File: src/rtl/calc_pkg.sv
// Shared definitions for the calculator display link: frame geometry,
// receiver state encoding and 7-segment glyphs (active-high, seg[0]=a).
package calc_pkg;

    localparam int BCD_DIGITS = 4;
    localparam int FRAME_BITS = 16;

    // Bit counter saturates one past a full frame to flag an over-long frame.
    localparam int          CNT_W   = 5;
    localparam logic [4:0]  CNT_FULL = 5'd16;
    localparam logic [4:0]  CNT_OVF  = 5'd17;

    typedef enum logic {
        ST_IDLE  = 1'b0,
        ST_SHIFT = 1'b1
    } rx_state_e;

    // Glyph bit order is {g,f,e,d,c,b,a}.
    localparam logic [6:0] SEG_0     = 7'h3F;
    localparam logic [6:0] SEG_1     = 7'h06;
    localparam logic [6:0] SEG_2     = 7'h5B;
    localparam logic [6:0] SEG_3     = 7'h4F;
    localparam logic [6:0] SEG_4     = 7'h66;
    localparam logic [6:0] SEG_5     = 7'h6D;
    localparam logic [6:0] SEG_6     = 7'h7D;
    localparam logic [6:0] SEG_7     = 7'h07;
    localparam logic [6:0] SEG_8     = 7'h7F;
    localparam logic [6:0] SEG_9     = 7'h6F;
    localparam logic [6:0] SEG_BLANK = 7'h00;

    // True when every nibble of the frame is a legal BCD digit.
    function automatic logic bcd_ok(input logic [FRAME_BITS-1:0] frame);
        logic ok;
        ok = 1'b1;
        for (int i = 0; i < BCD_DIGITS; i++) begin
            if (frame[i*4 +: 4] > 4'd9) ok = 1'b0;
        end
        return ok;
    endfunction

endpackage

File: src/rtl/bcd_to_7seg.sv
// Combinational BCD to 7-segment decoder. Output is active-high; the
// caller applies panel polarity. Non-BCD codes and the blank flag give
// an unlit digit.
module bcd_to_7seg
    import calc_pkg::*;
(
    input  logic [3:0] bcd_i,
    input  logic       blank_i,
    output logic [6:0] seg_o
);

    // Glyph lookup with blanking override.
    always_comb begin
        // NOTE: assign a default before the case so every path drives seg_o
        // and no latch is inferred.
        seg_o = SEG_BLANK;
        if (!blank_i) begin
            case (bcd_i)
                4'd0:    seg_o = SEG_0;
                4'd1:    seg_o = SEG_1;
                4'd2:    seg_o = SEG_2;
                4'd3:    seg_o = SEG_3;
                4'd4:    seg_o = SEG_4;
                4'd5:    seg_o = SEG_5;
                4'd6:    seg_o = SEG_6;
                4'd7:    seg_o = SEG_7;
                4'd8:    seg_o = SEG_8;
                4'd9:    seg_o = SEG_9;
                default: seg_o = SEG_BLANK;
            endcase
        end
    end

endmodule

File: src/rtl/display_rx.sv
// Display-side receiver for the 3-wire serial link. Synchronizes the
// sender's pins into clk, deserializes 16-bit BCD frames, keeps the last
// good frame and scans it onto a 4-digit multiplexed 7-segment display.
module display_rx
    import calc_pkg::*;
#(
    parameter int SCAN_DIV    = 32,
    parameter int BLANK_LZ    = 1,
    parameter int SEG_ACT_LOW = 1
) (
    input  logic                  clk,
    input  logic                  rst,
    input  logic                  ser_data,
    input  logic                  ser_clk,
    input  logic                  ser_latch,
    output logic [FRAME_BITS-1:0] bcd_out,
    output logic                  frame_valid,
    output logic                  frame_err,
    output logic [6:0]            seg,
    output logic [BCD_DIGITS-1:0] an
);

    localparam int              SCAN_W   = $clog2(SCAN_DIV);
    localparam logic [6:0]      SEG_POL  = (SEG_ACT_LOW != 0) ? 7'h7F : 7'h00;
    localparam logic [3:0]      AN_POL   = (SEG_ACT_LOW != 0) ? 4'hF  : 4'h0;

    // Two synchronizer stages plus, for clock and latch, an edge stage.
    logic [2:0] sclk_q;
    logic [2:0] slat_q;
    logic [1:0] sdat_q;

    logic clk_rise;
    logic lat_rise;
    logic data_s;

    // Receiver state and datapath.
    rx_state_e             state_q, state_d;
    logic [FRAME_BITS-1:0] sreg_q, sreg_d;
    logic [CNT_W-1:0]      cnt_q, cnt_d;
    logic [FRAME_BITS-1:0] bcd_q, bcd_d;
    logic                  valid_q, valid_d;
    logic                  err_q, err_d;

    // Scan.
    logic [SCAN_W-1:0]     scan_q;
    logic [1:0]            dig_q;
    logic [1:0]            nxt_dig;
    logic                  scan_wrap;
    logic [3:0]            blank_vec;
    logic [6:0]            glyph;
    logic [6:0]            seg_q;
    logic [3:0]            an_q;

    assign clk_rise = sclk_q[1] & ~sclk_q[2];
    assign lat_rise = slat_q[1] & ~slat_q[2];
    assign data_s   = sdat_q[1];

    // Pin synchronizers and edge registers.
    always_ff @(posedge clk) begin
        // NOTE: sequential state uses non-blocking assignments so every flop
        // samples the pre-edge values, whatever the statement order.
        if (!rst) begin
            sclk_q <= '0;
            slat_q <= '0;
            sdat_q <= '0;
        end else begin
            sclk_q <= {sclk_q[1:0], ser_clk};
            slat_q <= {slat_q[1:0], ser_latch};
            sdat_q <= {sdat_q[0], ser_data};
        end
    end

    // FSM state register together with the datapath it controls.
    always_ff @(posedge clk) begin
        if (!rst) begin
            state_q <= ST_IDLE;
            sreg_q  <= '0;
            cnt_q   <= '0;
            bcd_q   <= '0;
            valid_q <= 1'b0;
            err_q   <= 1'b0;
        end else begin
            state_q <= state_d;
            sreg_q  <= sreg_d;
            cnt_q   <= cnt_d;
            bcd_q   <= bcd_d;
            valid_q <= valid_d;
            err_q   <= err_d;
        end
    end

    // Next state: a frame opens on its first bit and closes on any latch.
    always_comb begin
        state_d = state_q;
        case (state_q)
            ST_IDLE:  if (clk_rise && !lat_rise) state_d = ST_SHIFT;
            ST_SHIFT: if (lat_rise)              state_d = ST_IDLE;
            default:  state_d = ST_IDLE;
        endcase
    end

    // Datapath outputs: shift first, then judge the frame on the shifted view
    // so a bit and the latch arriving together still make a complete frame.
    always_comb begin
        logic [FRAME_BITS-1:0] sh_sreg;
        logic [CNT_W-1:0]      cnt_base;
        logic [CNT_W-1:0]      sh_cnt;

        cnt_base = (state_q == ST_IDLE) ? '0 : cnt_q;
        sh_sreg  = sreg_q;
        sh_cnt   = cnt_base;
        if (clk_rise) begin
            sh_sreg = {sreg_q[FRAME_BITS-2:0], data_s};
            sh_cnt  = (cnt_base == CNT_OVF) ? cnt_base : cnt_base + 5'd1;
        end

        sreg_d  = sh_sreg;
        cnt_d   = sh_cnt;
        bcd_d   = bcd_q;
        valid_d = 1'b0;
        err_d   = 1'b0;
        if (lat_rise) begin
            cnt_d = '0;
            if (sh_cnt == CNT_FULL && bcd_ok(sh_sreg)) begin
                bcd_d   = sh_sreg;
                valid_d = 1'b1;
            end else begin
                err_d   = 1'b1;
            end
        end
    end

    assign bcd_out     = bcd_q;
    assign frame_valid = valid_q;
    assign frame_err   = err_q;

    assign scan_wrap = (scan_q == SCAN_W'(SCAN_DIV - 1));
    assign nxt_dig   = dig_q + 2'd1;

    // Leading-zero mask: digit k blanks when it and every higher digit are 0.
    always_comb begin
        logic zero_above;
        blank_vec  = '0;
        zero_above = 1'b1;
        for (int k = BCD_DIGITS - 1; k >= 1; k--) begin
            zero_above   = zero_above && (bcd_q[k*4 +: 4] == 4'd0);
            blank_vec[k] = (BLANK_LZ != 0) && zero_above;
        end
    end

    bcd_to_7seg u_dec (
        .bcd_i   (bcd_q[{nxt_dig, 2'b00} +: 4]),
        .blank_i (blank_vec[nxt_dig]),
        .seg_o   (glyph)
    );

    // Refresh scan: seg and an reload together at each slot boundary.
    always_ff @(posedge clk) begin
        if (!rst) begin
            scan_q <= '0;
            dig_q  <= '0;
            seg_q  <= SEG_POL;
            an_q   <= AN_POL;
        end else if (scan_wrap) begin
            scan_q <= '0;
            dig_q  <= nxt_dig;
            seg_q  <= glyph ^ SEG_POL;
            an_q   <= (4'b0001 << nxt_dig) ^ AN_POL;
        end else begin
            scan_q <= scan_q + 1'b1;
        end
    end

    assign seg = seg_q;
    assign an  = an_q;

endmodule

File: config.mk
export PLATFORM = sky130hd
export DESIGN_NAME = display_rx
export DESIGN_NICKNAME = d
export VERILOG_FILES = /design/src/rtl/calc_pkg.sv /design/src/rtl/bcd_to_7seg.sv /design/src/rtl/display_rx.sv
export SDC_FILE = /design/constraint.sdc
export NUM_CORES = 1
export LEC_CHECK = 0
export CAP_MARGIN = 0
export CORE_ASPECT_RATIO = 1.1
export CORE_MARGIN = 2
export CORE_UTILIZATION = 40
export CTS_CLUSTER_SIZE = 12
export DETAILED_ROUTE_END_ITERATION = 6
export PLACE_DENSITY = 0.63
export SYNTH_ARGS = -nofsm -noshare
export SYNTH_HDL_FRONTEND = slang
export SYNTH_SLANG_ARGS = --single-unit
File: constraint.sdc
create_clock -name clk -period 2.9 [get_ports clk]
set_input_delay 0.58 -clock clk [delete_from_list [all_inputs] [get_ports clk]]
set_output_delay 0.58 -clock clk [all_outputs]
set_load 0.02 [all_outputs]
# Word-level counts from Yosys, hierarchy flattened
# Memories as Yosys holds them, arrays and structs flattened.
# Index checks and enable logic that the tools add are counted.
# classes
reduce_logical	12
order_cmp	5
bitwise_logic	8
shifts	2
addsub	3
muxes	17
n_eq_ne	3
# op_table
operator	count
4-bit > comparator (second input constant)	4
16-bit two-way mux	1
16-bit by 5-bit variable part select with 4-bit output	1
5-bit == test (second input constant)	3
5-bit two-way mux	3
4-bit logical NOT	3
5-bit by 1-bit adder with 5-bit output (second input constant)	2
1-bit two-way mux	10
7-bit two-way mux	1
7-bit NOT	1
1-bit logical AND	4
1-bit NOT	4
4-bit NOT	1
2-bit AND reduction	2
2-bit OR reduction	2
1-bit by 2-bit left shift with 4-bit output (first input constant)	1
2-bit by 3-bit < comparator with 1-bit output (second input constant)	1
2-bit by 1-bit adder with 2-bit output (second input constant)	1
1-bit bitwise AND	2
1-bit binary-select mux with 2-bit select	1
1-bit case mux with 2 select lines	1
1-bit logical NOT	1
# word_totals
mem_bits_ro	112
ff_bits	66
in_bits	5
n_memories	1
out_inout_bits	29
# memory_table
memory	words	width	read_ports	rd_clocked_by_memory_dff	write_ports	line	text
(name not given)	16	7	1	0	0	bcd_to_7seg.sv:18	case (bcd_i)

# Longest topological paths before layout
# depth
word_depth	11
ltp_mapped	10

# Hierarchy
# Synthesis repeated with hierarchy kept, for this count alone.
# unflattened
cells_unflattened	317
area_unflattened_um2	2987.9
# by_module_without_submodules
module	instances	cells_each	seq_area_each_um2	area_each_um2
display_rx	1	286	1321.3	2757.6
bcd_to_7seg	1	31	0.0	230.2

# Worst setup path after synthesis
# Ideal clock, no wire load.
# synth_path
kind	register to register
from	register dig_q[0]
to	register seg_q[3], in the netlist seg[3]
stages_incl_launch_ff	11
arrival_time_ns	2.610
synth_period_minus_slack_ns	2.668
required_ns	2.842
setup_slack_ns	0.232
n_path_buf	2
cell_sequence	dfxtp_1 -> clkbuf_1 -> inv_1 -> ha_1 -> clkbuf_1 -> mux4_2 -> inv_1 -> ha_1 -> nand2b_1 -> a21oi_1 -> o22a_1
# synth_between
elab_chain_len	5
word_cells_on_any_way	7
cone_classes	1 x add/sub; 1 x shift; 3 x mux; 1 x bitwise; 1 x memory
# synth_lines
item	line	text
from (decl)	display_rx.sv:46	logic [1:0] dig_q;
from (signal assigned)	display_rx.sv:166	dig_q <= nxt_dig;
2-bit by 1-bit adder with 2-bit output (*)	display_rx.sv:138	assign nxt_dig = dig_q + 2'd1;
net nxt_dig[0]	display_rx.sv:47	logic [1:0] nxt_dig;
16-bit by 5-bit variable part select with 4-bit output or 1-bit binary-select mux with 2-bit select (tied branches)	display_rx.sv:152, display_rx.sv:153	
memory 16 x 7 bit or 1-bit two-way mux (tied branches)	n/a	
7-bit two-way mux (*)	bcd_to_7seg.sv:17	if (!blank_i) begin
7-bit NOT (no source line) (*)	n/a	
to (signal assigned)	display_rx.sv:167	seg_q <= glyph ^ SEG_POL;
to (decl)	display_rx.sv:51	logic [6:0] seg_q;
# Mark *: on every way through the listed nets, which the timed path passes. The rest lies on a longest branch. The select of a mux whose other input is x is not followed.
# A chain may end at the register's enable or synchronous reset.

# Final worst setup path
# layout_path
from	register dig_q[1]
to	register seg_q[3], in the netlist seg[3]
# The elaborated chain is that of the path after synthesis.

==> summary.txt <==
Power
  • Tot Pwr: 1.74 mW
  • Pwr dens: 494 nW/um^2
  • Worst vdd ir: 0.315 mV
  • Pleak: 1.38 nW

Setup path
  • CP Buf/Inv Count: 2
  • Worst path arrival time: 2.66 ns
  • Slowest CP cell: mux4_2
  • Crit path capture type: flip-flop
  • Cells along the critical path: inv_1, ha_1, mux4_2, inv_1, ha_1, nand2b_1, a21oi_1, o22a_1
  • Max Fanout on Critical Path: 7
  • Top delay family on crit path: adder cells
  • Worst Path Required: 3.18 ns
  • Crit Path Class: reg -> reg
  • Startpoint types: flip-flop
  • CP max stage delay: roughly 0.61 ns
  • Worst R2R Setup Slack: 0.52 ns

Layout
  • Commonest non-fill, non-tap cell in the layout: dfxtp_1
  • Diode count: 0
  • Final Cell Area: 3520 sq um
  • Layout cells sized above 1: 11.7%
  • # nets final: 354
  • Area growth syn-to-layout: 21.1%
  • Final Non-Filler Cells: 427
  • Most frequent cells in the layout: dfxtp_1, nand2_1, clkdlybuf4s50_1

Global route
  • Vias in the first global route: 2055
  • GRT overflow: 0
  • Largest net degree at the start of global routing: between 40 and 50
  • First-pass GRT wire length: 9700 microns
  • Initial antenna violation count: 0
  • Tot GR Track Use: 15.6%

Detailed routing
  • Met1 Wirelength: between 2000 and 3000 microns
  • Highest routed layer: met4
  • Drt total wl: 5680 microns
  • Initial drt markers: 76
  • Via count: ~2100
  • Drt drc: 0
  • Routed Antenna Nets: 0
  • Drt wl/cell: 13.3 microns
  • Vias/cell: 4.96
  • Drt pass-1 iters: 4
  • WL met3: roughly 170 microns
  • Met2 wire length: around 2600 microns

STA
  • Fin crit period: 2.38 ns
  • Worst setup margin: 0.523 ns
  • Fin. max-slew vios: 0
  • Setup TNS: 0 ns
  • RSZ-0062 raised after global routing: no
  • Clock Skew: ~0.0058 ns
  • Least-Margin Pin Slew: 0.507 ns
  • Final Hold Fails: 0
  • Finish-stage setup viols: 0
  • Share of the clock period used by the worst path after layout: 82.0%
  • Worst slew margin: 66.2%
  • Max Freq: 0.421 GHz

Floorplanning
  • Initial Util: approximately two fifths
  • Core footprint: 7050 sq um
  • Row count: 32
  • IO Count: 34
  • Full die area: around 8000 sq um
  • Die Width: 85.3 microns
  • Die H: 93.4 microns

Flow run
  • Max cap viols: 0

Place
  • GP Congestion: 0.736
  • Post-place instance area: between 3000 and 4000 sq um
  • Placed Instances: 411
  • Hpwl dp: 4090 microns
  • Port buffer count: 33
  • Place WS: 0.540 ns

Clock tree
  • Clk sinks: 66
  • Clk root buf: clkbuf_8
  • Clock buffer depth: 2
  • Cts repair resizes: 0
  • H-tree Lvls: 3
  • Clk slew on worst S/H paths: around 0.070 ns
  • CTS hold repair buffers: 0
  • # Post-CTS Setup Buffers: 0
  • Worst-Skew Late Latency: between 0.3 and 0.4 ns
  • CTS tree: yes
  • Cts bufs inserted: 9

Status
  • Status: finished, final reports clean

Synth
  • Yosys Warn Count: 0
  • Syn avg cell area: 9.60 sq um
  • Synth Instances: 303
  • Flop and latch count out of synthesis: 66
  • Post-synthesis sequential area ratio: 45.4%
  • Mapped Nets: 320
  • Synth cell types: 42
  • Post-synthesis cell area: 2910 sq um

Worst hold path
  • Type of the most critical hold path: reg -> reg
## kinds of logic (layout without fill, tap and decap cells)
group                    Yosys count  after routing  synth area share [%]
adder cells (fa/ha/maj)           12             12                  5.16
AND/OR/NAND/NOR                  118            118                  20.7
AO/OA/AOI/OAI                     53             53                  11.6
XOR/XNOR                           8              8                  2.41
multiplexers                      22             22                  11.3
buffers and inverters             24             63                  3.44
flip-flops                        66             66                  45.4
## layout make-up
| type | count | area [sq um] |
|---|---|---|
| Tap cell | 85 | 106 |
| Clock buffer | 14 | 163 |
| Sequential cell | 66 | 1320 |
| Fill cell | 654 | 3520 |
| Inverter | 10 | 37.5 |
| Multi-Input combinational cell | 213 | 1490 |
| Timing Repair Buffer | 37 | 373 |
| Clock inverter | 2 | 35.0 |
## flip-flops by register name, summed over array words and instances, names as in the netlist, 2 cells and up
signal,count
an,4
dig_q,2
slat_q,3
cnt_q,5
sreg_q,16
sdat_q,2
bcd_out,16
seg,7
scan_q,5
sclk_q,3
## synth_stat cells, drive strengths merged
cell    instances  area [sq um]
dfxtp          66          1320
nand2          45           169
and2           26           163
nor2           21          78.8
a21oi          18          90.1
mux2           16           218
a21boi         15           113
ha             12           150
inv            10          37.5
clkbuf          9          33.8
o21ai           9          45.0
buf             5          28.8
xor2            5          43.8
mux4            4          90.1
nand2b          4          25.0
nand3           4          20.0
nor2b           4          25.0
nor3            3          15.0
nor4            3          33.8
o22a            3          26.3
xnor2           3          26.3
mux2i           2          20.0
o22ai           2          12.5
o311a           2          21.3
a211oi          1          7.51
a22oi           1          7.51
a31oi           1          6.26
and2b           1          7.51
and3            1          6.26
nand3b          1          7.51
nand4           1          21.3
nor3b           1          7.51
nor4b           1          8.76
o211ai          1          7.51
or2             1          6.26
or4             1          7.51
## metal layers
layer | vias to the layer above | global-route usage [%]
li1 | 1091 | -
met1 | 987 | 20.6
met2 | 32 | 23.5
met3 | 9 | 3.62
met4 | 0 | 8.60
met5 | - | 0
## per-stage QoR
stage | hold WS [ns] | utilization [%]
after detailed placement | 0.423 | 47.2
after global placement | 0.416 | 47.2
after CTS | 0.439 | 50.0
after global routing | 0.455 | 50.0
final | 0.435 | 50.0
after floorplan | 0.412 | -
## path summary, 6_finish.rpt
check	from	to	depth (start not counted)
worst max-delay path	dig_q[1]	seg[3]	8
worst min-delay path	sdat_q[0]	sdat_q[1]	1
worst max register to register	dig_q[1]	seg[3]	8
worst min register to register	sdat_q[0]	sdat_q[1]	1
## where the power goes
group	switching, mW	internal [mW]	total [mW]
logic	0.0261	0.0207	0.0469
registers	0.00541	0.916	0.921
clock network	0.329	0.444	0.773
## worst register-to-register path, cell delays in order (launching register included)
cell,delay (ns)
dfxtp_1,0.38
inv_1,0.07
ha_1,0.46
mux4_2,0.61
inv_1,0.15
ha_1,0.25
nand2b_1,0.14
a21oi_1,0.14
o22a_1,0.13
No activity file was read; power rests on OpenSTA's default activity.
